==> config.mk <==
export PLATFORM = sky130hd
export DESIGN_NAME = aw_arbiter_flat
export DESIGN_NICKNAME = d
export VERILOG_FILES = /design/src/rtl/aw_arbiter_if.sv /design/src/rtl/aw_arbiter.sv /design/src/flat_wrapper.sv
export SDC_FILE = /design/constraint.sdc
export NUM_CORES = 1
export LEC_CHECK = 0
export CAP_MARGIN = 20
export CORE_MARGIN = 3
export CORE_UTILIZATION = 26
export DETAILED_ROUTE_END_ITERATION = 10
export PLACE_DENSITY = 0.86
export SKIP_LAST_GASP = 1
export SLEW_MARGIN = 30
export SYNTH_ARGS = -nofsm -noshare
export SYNTH_HDL_FRONTEND = slang
export SYNTH_SLANG_ARGS = --single-unit
==> constraint.sdc <==
create_clock -name clk -period 2.05 [get_ports clk]
set_clock_uncertainty 0.15 [all_clocks]
set_input_delay 0.41 -clock clk [delete_from_list [all_inputs] [get_ports clk]]
set_output_delay 0.41 -clock clk [all_outputs]
set_load 0.005 [all_outputs]
==> src/rtl/aw_arbiter_if.sv <==
// AW-channel bundle between NUM_M requesting masters, the arbiter, the downstream
// AW FIFO write port and the W-mux route output. Masters are packed, master 0 in the LSBs.
interface aw_arbiter_if #(
    parameter int NUM_M      = 4,
    parameter int ID_WIDTH   = 4,
    parameter int ADDR_WIDTH = 32,
    parameter int LEN_WIDTH  = 4,
    parameter int SIZE_WIDTH = 3
);
    localparam int IDX_W = $clog2(NUM_M);

    logic [NUM_M-1:0]            AWVALID_m;
    logic [NUM_M-1:0]            AWREADY_m;
    logic [NUM_M*ID_WIDTH-1:0]   AWID_m;
    logic [NUM_M*ADDR_WIDTH-1:0] AWADDR_m;
    logic [NUM_M*LEN_WIDTH-1:0]  AWLEN_m;
    logic [NUM_M*SIZE_WIDTH-1:0] AWSIZE_m;
    logic [NUM_M*2-1:0]          AWBURST_m;
    logic                        fifo_full;
    logic                        fifo_push;
    logic [IDX_W+ID_WIDTH-1:0]   out_AWID;
    logic [ADDR_WIDTH-1:0]       out_AWADDR;
    logic [LEN_WIDTH-1:0]        out_AWLEN;
    logic [SIZE_WIDTH-1:0]       out_AWSIZE;
    logic [1:0]                  out_AWBURST;
    logic                        w_route_valid;
    logic [IDX_W-1:0]            w_route_idx;
    logic                        w_burst_done;

    // Requesting side: masters, FIFO status and the W mux.
    modport master (
        output AWVALID_m, AWID_m, AWADDR_m, AWLEN_m, AWSIZE_m, AWBURST_m,
        output fifo_full, w_burst_done,
        input  AWREADY_m, fifo_push, out_AWID, out_AWADDR, out_AWLEN,
        input  out_AWSIZE, out_AWBURST, w_route_valid, w_route_idx
    );

    modport slave (
        input  AWVALID_m, AWID_m, AWADDR_m, AWLEN_m, AWSIZE_m, AWBURST_m,
        input  fifo_full, w_burst_done,
        output AWREADY_m, fifo_push, out_AWID, out_AWADDR, out_AWLEN,
        output out_AWSIZE, out_AWBURST, w_route_valid, w_route_idx
    );
endinterface

==> src/rtl/aw_arbiter.sv <==
// Round-robin AW arbiter: one request per two cycles into the AW FIFO, winner index
// queued for the W mux. Define AW_ARB_FIXED_PRIO_EN for fixed lowest-index-wins priority.
module aw_arbiter #(
    parameter int NUM_M       = 4,
    parameter int ID_WIDTH    = 4,
    parameter int ADDR_WIDTH  = 32,
    parameter int LEN_WIDTH   = 4,
    parameter int SIZE_WIDTH  = 3,
    parameter int ROUTE_DEPTH = 4
) (
    input  logic         clk,
    input  logic         rst,
    aw_arbiter_if.slave  bus
);
    localparam int IDX_W = $clog2(NUM_M);
    localparam int PTR_W = $clog2(ROUTE_DEPTH);
    localparam logic [PTR_W:0] FULL_COUNT = (PTR_W + 1)'(ROUTE_DEPTH);

    typedef enum logic {ARB, HOLD} state_t;

    state_t           state_reg;
    logic [IDX_W-1:0] grant_reg;
`ifndef AW_ARB_FIXED_PRIO_EN
    logic [IDX_W-1:0] rr_ptr_reg;
`endif

    logic [IDX_W-1:0] route_mem [ROUTE_DEPTH];
    logic [PTR_W-1:0] wr_ptr_reg;
    logic [PTR_W-1:0] rd_ptr_reg;
    logic [PTR_W:0]   count_reg;

    logic [IDX_W-1:0] winner;
    logic             winner_found;
    logic             push;
    logic             pop;

    // Scan from highest offset down so the lowest offset from the start point wins.
    always_comb begin : search
        int               j;
        logic [IDX_W-1:0] cand;
        winner       = '0;
        winner_found = 1'b0;
        j            = 0;
        cand         = '0;
        for (int i = NUM_M - 1; i >= 0; i--) begin
`ifdef AW_ARB_FIXED_PRIO_EN
            j = i;
`else
            j = int'(rr_ptr_reg) + i;
            if (j >= NUM_M) j = j - NUM_M;
`endif
            cand = IDX_W'(j);
            if (bus.AWVALID_m[cand]) begin
                winner       = cand;
                winner_found = 1'b1;
            end
        end
    end

    assign push = (state_reg == HOLD) && !bus.fifo_full;
    assign pop  = bus.w_burst_done && (count_reg != '0);

    always_ff @(posedge clk or posedge rst) begin
        if (rst) begin
            state_reg  <= ARB;
            grant_reg  <= '0;
`ifndef AW_ARB_FIXED_PRIO_EN
            rr_ptr_reg <= '0;
`endif
        end else begin
            case (state_reg)
                ARB: begin
                    // Uses the registered count: a pop in this cycle only frees room next cycle.
                    if (winner_found && (count_reg != FULL_COUNT)) begin
                        grant_reg <= winner;
                        state_reg <= HOLD;
                    end
                end
                HOLD: begin
                    if (!bus.fifo_full) begin
                        state_reg  <= ARB;
`ifndef AW_ARB_FIXED_PRIO_EN
                        rr_ptr_reg <= (grant_reg == IDX_W'(NUM_M - 1)) ? '0 : grant_reg + 1'b1;
`endif
                    end
                end
                default: state_reg <= ARB;
            endcase
        end
    end

    always_ff @(posedge clk or posedge rst) begin
        if (rst) begin
            route_mem  <= '{default: '0};
            wr_ptr_reg <= '0;
            rd_ptr_reg <= '0;
            count_reg  <= '0;
        end else begin
            if (push) begin
                route_mem[wr_ptr_reg] <= grant_reg;
                wr_ptr_reg            <= wr_ptr_reg + 1'b1;
            end
            if (pop) rd_ptr_reg <= rd_ptr_reg + 1'b1;
            if (push && !pop)      count_reg <= count_reg + 1'b1;
            else if (!push && pop) count_reg <= count_reg - 1'b1;
        end
    end

    logic [ID_WIDTH-1:0]   id_arr   [NUM_M];
    logic [ADDR_WIDTH-1:0] addr_arr [NUM_M];
    logic [LEN_WIDTH-1:0]  len_arr  [NUM_M];
    logic [SIZE_WIDTH-1:0] size_arr [NUM_M];
    logic [1:0]            burst_arr[NUM_M];

    for (genvar gi = 0; gi < NUM_M; gi++) begin : g_master
        assign id_arr[gi]    = bus.AWID_m[gi*ID_WIDTH +: ID_WIDTH];
        assign addr_arr[gi]  = bus.AWADDR_m[gi*ADDR_WIDTH +: ADDR_WIDTH];
        assign len_arr[gi]   = bus.AWLEN_m[gi*LEN_WIDTH +: LEN_WIDTH];
        assign size_arr[gi]  = bus.AWSIZE_m[gi*SIZE_WIDTH +: SIZE_WIDTH];
        assign burst_arr[gi] = bus.AWBURST_m[gi*2 +: 2];
        assign bus.AWREADY_m[gi] = push && (grant_reg == IDX_W'(gi));
    end

    assign bus.fifo_push     = push;
    assign bus.out_AWID      = {grant_reg, id_arr[grant_reg]};
    assign bus.out_AWADDR    = addr_arr[grant_reg];
    assign bus.out_AWLEN     = len_arr[grant_reg];
    assign bus.out_AWSIZE    = size_arr[grant_reg];
    assign bus.out_AWBURST   = burst_arr[grant_reg];
    assign bus.w_route_valid = (count_reg != '0);
    assign bus.w_route_idx   = route_mem[rd_ptr_reg];
endmodule

==> src/flat_wrapper.sv <==
// flat-port wrapper written by rule: the top's interface ports become plain ports
module aw_arbiter_flat 
#(
    parameter int NUM_M       = 4,
    parameter int ID_WIDTH    = 4,
    parameter int ADDR_WIDTH  = 32,
    parameter int LEN_WIDTH   = 4,
    parameter int SIZE_WIDTH  = 3,
    parameter int ROUTE_DEPTH = 4
)
  (clk, rst, bus_AWVALID_m, bus_AWID_m, bus_AWADDR_m, bus_AWLEN_m, bus_AWSIZE_m, bus_AWBURST_m, bus_fifo_full, bus_w_burst_done, bus_AWREADY_m, bus_fifo_push, bus_out_AWID, bus_out_AWADDR, bus_out_AWLEN, bus_out_AWSIZE, bus_out_AWBURST, bus_w_route_valid, bus_w_route_idx);
  aw_arbiter_if #(.NUM_M(NUM_M), .ID_WIDTH(ID_WIDTH), .ADDR_WIDTH(ADDR_WIDTH), .LEN_WIDTH(LEN_WIDTH), .SIZE_WIDTH(SIZE_WIDTH)) bus_i ();
  input  logic clk;
  input  logic rst;
  input wire logic [$bits(bus_i.AWVALID_m)-1:0] bus_AWVALID_m;
  input wire logic [$bits(bus_i.AWID_m)-1:0] bus_AWID_m;
  input wire logic [$bits(bus_i.AWADDR_m)-1:0] bus_AWADDR_m;
  input wire logic [$bits(bus_i.AWLEN_m)-1:0] bus_AWLEN_m;
  input wire logic [$bits(bus_i.AWSIZE_m)-1:0] bus_AWSIZE_m;
  input wire logic [$bits(bus_i.AWBURST_m)-1:0] bus_AWBURST_m;
  input wire logic [$bits(bus_i.fifo_full)-1:0] bus_fifo_full;
  input wire logic [$bits(bus_i.w_burst_done)-1:0] bus_w_burst_done;
  output wire logic [$bits(bus_i.AWREADY_m)-1:0] bus_AWREADY_m;
  output wire logic [$bits(bus_i.fifo_push)-1:0] bus_fifo_push;
  output wire logic [$bits(bus_i.out_AWID)-1:0] bus_out_AWID;
  output wire logic [$bits(bus_i.out_AWADDR)-1:0] bus_out_AWADDR;
  output wire logic [$bits(bus_i.out_AWLEN)-1:0] bus_out_AWLEN;
  output wire logic [$bits(bus_i.out_AWSIZE)-1:0] bus_out_AWSIZE;
  output wire logic [$bits(bus_i.out_AWBURST)-1:0] bus_out_AWBURST;
  output wire logic [$bits(bus_i.w_route_valid)-1:0] bus_w_route_valid;
  output wire logic [$bits(bus_i.w_route_idx)-1:0] bus_w_route_idx;
  assign bus_i.AWVALID_m = bus_AWVALID_m;
  assign bus_i.AWID_m = bus_AWID_m;
  assign bus_i.AWADDR_m = bus_AWADDR_m;
  assign bus_i.AWLEN_m = bus_AWLEN_m;
  assign bus_i.AWSIZE_m = bus_AWSIZE_m;
  assign bus_i.AWBURST_m = bus_AWBURST_m;
  assign bus_i.fifo_full = bus_fifo_full;
  assign bus_i.w_burst_done = bus_w_burst_done;
  assign bus_AWREADY_m = bus_i.AWREADY_m;
  assign bus_fifo_push = bus_i.fifo_push;
  assign bus_out_AWID = bus_i.out_AWID;
  assign bus_out_AWADDR = bus_i.out_AWADDR;
  assign bus_out_AWLEN = bus_i.out_AWLEN;
  assign bus_out_AWSIZE = bus_i.out_AWSIZE;
  assign bus_out_AWBURST = bus_i.out_AWBURST;
  assign bus_w_route_valid = bus_i.w_route_valid;
  assign bus_w_route_idx = bus_i.w_route_idx;
  aw_arbiter #(.NUM_M(NUM_M), .ID_WIDTH(ID_WIDTH), .ADDR_WIDTH(ADDR_WIDTH), .LEN_WIDTH(LEN_WIDTH), .SIZE_WIDTH(SIZE_WIDTH), .ROUTE_DEPTH(ROUTE_DEPTH)) u_core (.clk(clk), .rst(rst), .bus(bus_i));
endmodule
### Word-level counts from Yosys, hierarchy flattened

Index checks and enable logic that the tools add are counted.

| operators by class | value |
|---|---|
| add/sub/neg operators | 12 |
| multiply operators | 0 |
| div/mod/pow operators | 0 |
| magnitude comparators | 12 |
| eq/ne operators | 4 |
| shifts and indexed selects | 0 |
| mux-type cells | 47 |
| bitwise operators | 5 |
| reduce and logical (&&, ||, !) cells | 18 |

Operator list:

| kind | number |
|---|---|
| $bmux W32 S2 | 1 |
| $mux W32 | 2 |
| $mux W2 | 14 |
| $ge A3 B3 Y1 const B | 6 |
| $bmux W4 S2 | 2 |
| $mux W4 | 4 |
| $lt A2 B3 Y1 const B | 4 |
| $mux W3 | 4 |
| $logic_and A1 B1 Y1 | 10 |
| $mux W1 | 10 |
| $not A2 Y3 | 3 |
| $bmux W1 S2 | 4 |
| $bmux W2 S2 | 2 |
| $bwmux W8 | 1 |
| $sub A2 B1 Y2 const B | 4 |
| $add A2 B1 Y2 const B | 3 |
| $add A2 B2 Y3 const B | 2 |
| $bmux W3 S2 | 1 |
| $demux W2 S2 | 1 |
| $eq A2 B2 Y1 const B | 2 |
| $reduce_and A2 Y1 | 2 |
| $add A2 B1 Y3 const B | 1 |
| $add A3 B1 Y3 const B | 1 |
| $ge A2 B3 Y1 const B | 1 |
| other kinds (10) | 13 |

| word-level totals | value |
|---|---|
| flip-flop bits (word level) | 20 |
| latch bits | 0 |
| RAM bits | 0 |
| ROM bits | 0 |
| input bits | 188 |
| output and inout bits | 55 |
| logic and storage cells | 108 |
| memories | 0 |

### Depth between registers and ports, before layout

| logic depth | value |
|---|---|
| depth in word-level cells | 12 |
| gate-level depth with buffers | 9 |

### Worst setup path before layout

OpenSTA, ideal clock, no wires.

| timing | value |
|---|---|
| path type | register to register |
| start point | register u_core.count_reg[0] |
| end point | register u_core.count_reg[2] |
| setup time | 0.079 ns |
| arrival | 1.935 ns |
| setup slack | -0.114 ns |
| cell stages (with the launch flop) | 9 |
| clock period less this slack | 2.164 ns |
| path through | dfrtp_1 > or3_1 > nand2_1 > ha_1 > inv_1 > fa_1 > xor2_1 > nor2_1 > xor2_1 |

| between the ends | value |
|---|---|
| word-level cells in the longest chain between the ends | 5 |
| elaborated cells between the ends (all ways) | 10 |
| those cells by class | 2 x add/sub; 2 x mux; 6 x reduce/logical |

RTL lines:

| element | RTL line | source |
|---|---|---|
| start: declaration | aw_arbiter.sv:30 | `logic [PTR_W:0] count_reg;` |
| start signal: assignment | aw_arbiter.sv:104 | `if (push && !pop) count_reg <= count_reg + 1'b1;` |
| start signal: assignment | aw_arbiter.sv:105 | `else if (!push && pop) count_reg <= count_reg - 1'b1;` |
| $reduce_bool A3 Y1 (*) | -- |  |
| named net bus_w_route_valid | flat_wrapper.sv:30 | `output wire logic [$bits(bus_i.w_route_valid)-1:0] bus_w_route_valid;` |
| $logic_and A1 B1 Y1 (*) | aw_arbiter.sv:61 | `assign pop = bus.w_burst_done && (count_reg != '0);` |
| $logic_not A1 Y1 | aw_arbiter.sv:104 |  |
| $logic_and A1 B1 Y1 | aw_arbiter.sv:104 |  |
| $mux W3 or $reduce_bool A2 Y1 (tied branches) | -- |  |

The timed path passes the listed nets; every way through them passes the cells marked *. The select of a mux whose other input is x is not followed.
A chain may end at the register's enable or synchronous reset.

### Final worst setup path

| timing | value |
|---|---|
| start point | register u_core.grant_reg[0] |
| end point | output bus_out_AWSIZE[0] |

| between the ends | value |
|---|---|
| word-level cells in the longest chain between the ends | 4 |

RTL lines:

| element | RTL line | source |
|---|---|---|
| start: declaration | aw_arbiter.sv:22 | `logic [IDX_W-1:0] grant_reg;` |
| start signal: assignment | aw_arbiter.sv:75 | `grant_reg <= winner;` |
| $not A2 Y3 (not written as such) | aw_arbiter.sv:128 | `assign bus.out_AWSIZE = size_arr[grant_reg];` |
| $bmux W3 S2 | aw_arbiter.sv:128 |  |
| $mux W3 (not written as such) (2 in a row) | aw_arbiter.sv:128 |  |
| end: declaration | flat_wrapper.sv:28 | `output wire logic [$bits(bus_i.out_AWSIZE)-1:0] bus_out_AWSIZE;` |

Every way passes these cells. The select of a mux whose other input is x is not followed.

==> flow_summary.yaml <==
pwr:
  pwr_density_cell_nw_per_um2: 1110
  leakage_uw: 0.00209
  p_total_uw: 5740
  peakVddDrop_uv: 987
yosys:
  syn-num-nets: 350
  netlist.area_leader.share_pct: 48.1
  synthTopCellsByArea: "mux4_2 (48%), dfrtp_1 (23%), ha_1 (5.1%)"
  yosys_warnings: 0
  syn_area_um2: 2200
  ys_seq_elements: 20
  synth_area_leader_cell: "mux4_2"
  ys_seq_area_share_pct: 22.7
  synthCells: 152
  yosysUniqueCellTypes: 29
  syn_area_per_cell_um2: 14.5
worst_setup_path:
  start_kind: "flop"
  critPathLaunch: "u_core.grant_reg[0]"
  worstPathMaxFanout: 7
  worstSetupEndpointType: "output pin"
  path_class: "flop to output pin"
  r2r-start: "u_core.count_reg[0]"
  rrSetupSlack_ns: 0
  worstPathArrival_ns: 1.74
  worstPathRequired_ns: 1.49
clock_tree:
  ctsLongestPathBuffers: 2
  postCtsHoldBufs: 0
  insertion_delay_ns: 0.26
  clk_pin_slew_ns: 0.07
  cts.sinks: 20
  root_buffer: "clkbuf_8"
  cts_tree: "yes"
  cts_inserted_buffers: 3
  cts_max_level: 1
run_status:
  violations: "negative setup slack"
  status: "complete, but fails checks"
drt:
  routedWlPerCell_um: 23.0
  vias: 2602
  drt_iter0_markers: 55
  post-route-drc-count: 0
  ant_nets: 0
  firstDrtPassIters: 4
  viasPerCell: 4.92
  wirelength_um: 12100
sta:
  slew_headroom_pct: 66.0
  finalCritPeriodShare_pct: 112
  final-hold-violation-count: 0
  grt_setup_unrepaired: "true"
  tightestPinTransition_ns: 0.509
  setup_viol: 46
  setup-tns-final_ns: -7.37
  min_period_ns: 2.30
  fmax_mhz: 435
  slew_violations: 0
  layout_setup_ws_ns: -0.248
floorplanning:
  rows: 32
  ioPinCount: 243
  die_width_um: 98.0
  start_util_pct: 27.6
  core_um2: 7970
  die_y_um: 98.0
  die_area_um2: 9610
placed_design:
  dp_cells: 503
  dp_hpwl_um: 9990
  portBuffers: 242
  place_congestion: 0.899
  place_area_um2: 4890
global_route:
  track_usage_pct: 24.7
  grt_pass1_vias: 2864
  busiest_layer: "met2"
  overflow: 0
  met2_usage_pct: 39.8
  grt_max_degree: 23
  grt_use_met3_pct: 14.1
  antenna_found_initial: 1
  gr-usage-met1_pct: 29.2
  grt_first_pass_wirelength_um: 18000
finish:
  utilization_pct: 65.0
  areaGrowthSynthToFinish_pct: 135
  final_cells: 529
  antenna_cells: 0
  layout.nets: 626
  drive_above_1_share_pct: 39.8
  finish.instance_area_um2: 5180
  largest_register_ffs: 8
run:
  maxCapViolCount: 0
worst_hold_path:
  hp-class: "primary input to async pin"
-- area by class of cell --
type / instances / area (µm²)
well taps: 102 / 128
inverters: 8 / 37.5
flip-flops and latches: 20 / 507
repair buffers: 285 / 2800
multi-input cells: 110 / 1640
clock inverters: 1 / 30.0
fillers: 595 / 2790
clock buffers: 3 / 41.3
-- where the power goes --
part | switching (µW) | leakage [µW] | internal (µW)
Combinational | 1740 | 0.00182 | 2840
Sequential | 167 | 0.000240 | 604
Clock | 130 | 0.0000357 | 261
Total | 2040 | 0.00209 | 3700
-- critical path, cell delays in order (launching register included) --
cell,delay (ns)
dfrtp_4,0.54
buf_12,0.16
buf_12,0.13
mux4_2,0.49
buf_6,0.16
-- cell usage in the layout (no fill, tap or decap), types with 2 or more instances in the layout --
cell | netlist | routed
o31ai_1 | 2 | 2
buf_2 | 8 | 17
nor2_1 | 3 | 3
ha_4 | 0 | 3
mux2_2 | 10 | 10
clkdlybuf4s50_1 | 0 | 187
buf_6 | 4 | 33
dfrtp_1 | 20 | 17
nand2b_1 | 2 | 2
ha_1 | 9 | 5
dfrtp_2 | 0 | 2
dlygate4sd2_1 | 0 | 4
xor2_1 | 2 | 2
a21oi_1 | 2 | 2
o21ai_0 | 2 | 2
mux4_2 | 47 | 47
and2_4 | 0 | 4
nor2b_1 | 2 | 2
nand2_1 | 10 | 9
buf_12 | 0 | 8
clkbuf_2 | 0 | 5
buf_4 | 1 | 27
clkdlybuf4s15_1 | 0 | 2
clkbuf_8 | 0 | 3
xnor2_1 | 4 | 4
inv_1 | 8 | 7
-- cell families (layout without fill, tap and decap cells) --
family	Yosys count	count (layout)	share of synthesized area, %
xor+xnor	6	6	2.39
mux	58	58	53.9
simple gates	27	27	6.14
buf+inv	22	297	5.74
compound gates	9	9	3.13
fa+ha+maj	10	10	6.02
flops	20	20	22.7
-- path summary, 6_finish.rpt --
kind                       depth (start not counted)                  end
max in group asynchronous                          3  u_core.grant_reg[0]
min in group clk                                   1  u_core.route_mem[3]
max reg2reg                                        8  u_core.count_reg[2]
min reg2reg                                        1  u_core.route_mem[3]
max                                                4    bus_out_AWSIZE[0]
min                                                3  u_core.route_mem[0]
-- cell usage after synthesis --
library cell and number:
inv_1 8, o32ai_2 1, nor2b_1 2, or3_1 2, a211o_1 1, fa_1 1
and2_1 4, buf_4 1, nor4_1 1, nand3_1 1, buf_6 4, nor3_1 1
mux4_2 47, o31ai_1 2, nor2_1 3, clkbuf_1 1, mux2_2 10, a221oi_1 1
mux2_4 1, nor3b_1 1, dfrtp_1 20, buf_2 8, nand2_1 10, a21oi_1 2
o21ai_0 2, xnor2_1 4, nand2b_1 2, xor2_1 2, ha_1 9
-- per-stage QoR --
stage / setup WS (ns) / hold WS [ns]
floorplan: 0.00755 / 0.224
global placement: -0.368 / 0.333
detailed placement: -0.408 / 0.342
CTS: -0.338 / 0.322
global route: -0.280 / 0.365
finish: -0.248 / 0.316
-- metal layers --
metal / routed length (µm) / up-vias / share of wire, %
met4: 189 / 2 / 1.6
met5: 18 / - / 0.15
met2: 5800 / 136 / 48
met1: 4420 / 1282 / 36
met3: 1720 / 14 / 14
li1: - / 1168 / -
-- what timing repair did --
item	4_1_cts	5_1_grt
endpoints found under the setup margin	56	52
gates cloned	4	0
pin swaps	4	0
buffers inserted	20	6
resized for setup	232	30
No activity file was read; power rests on OpenSTA's default activity.
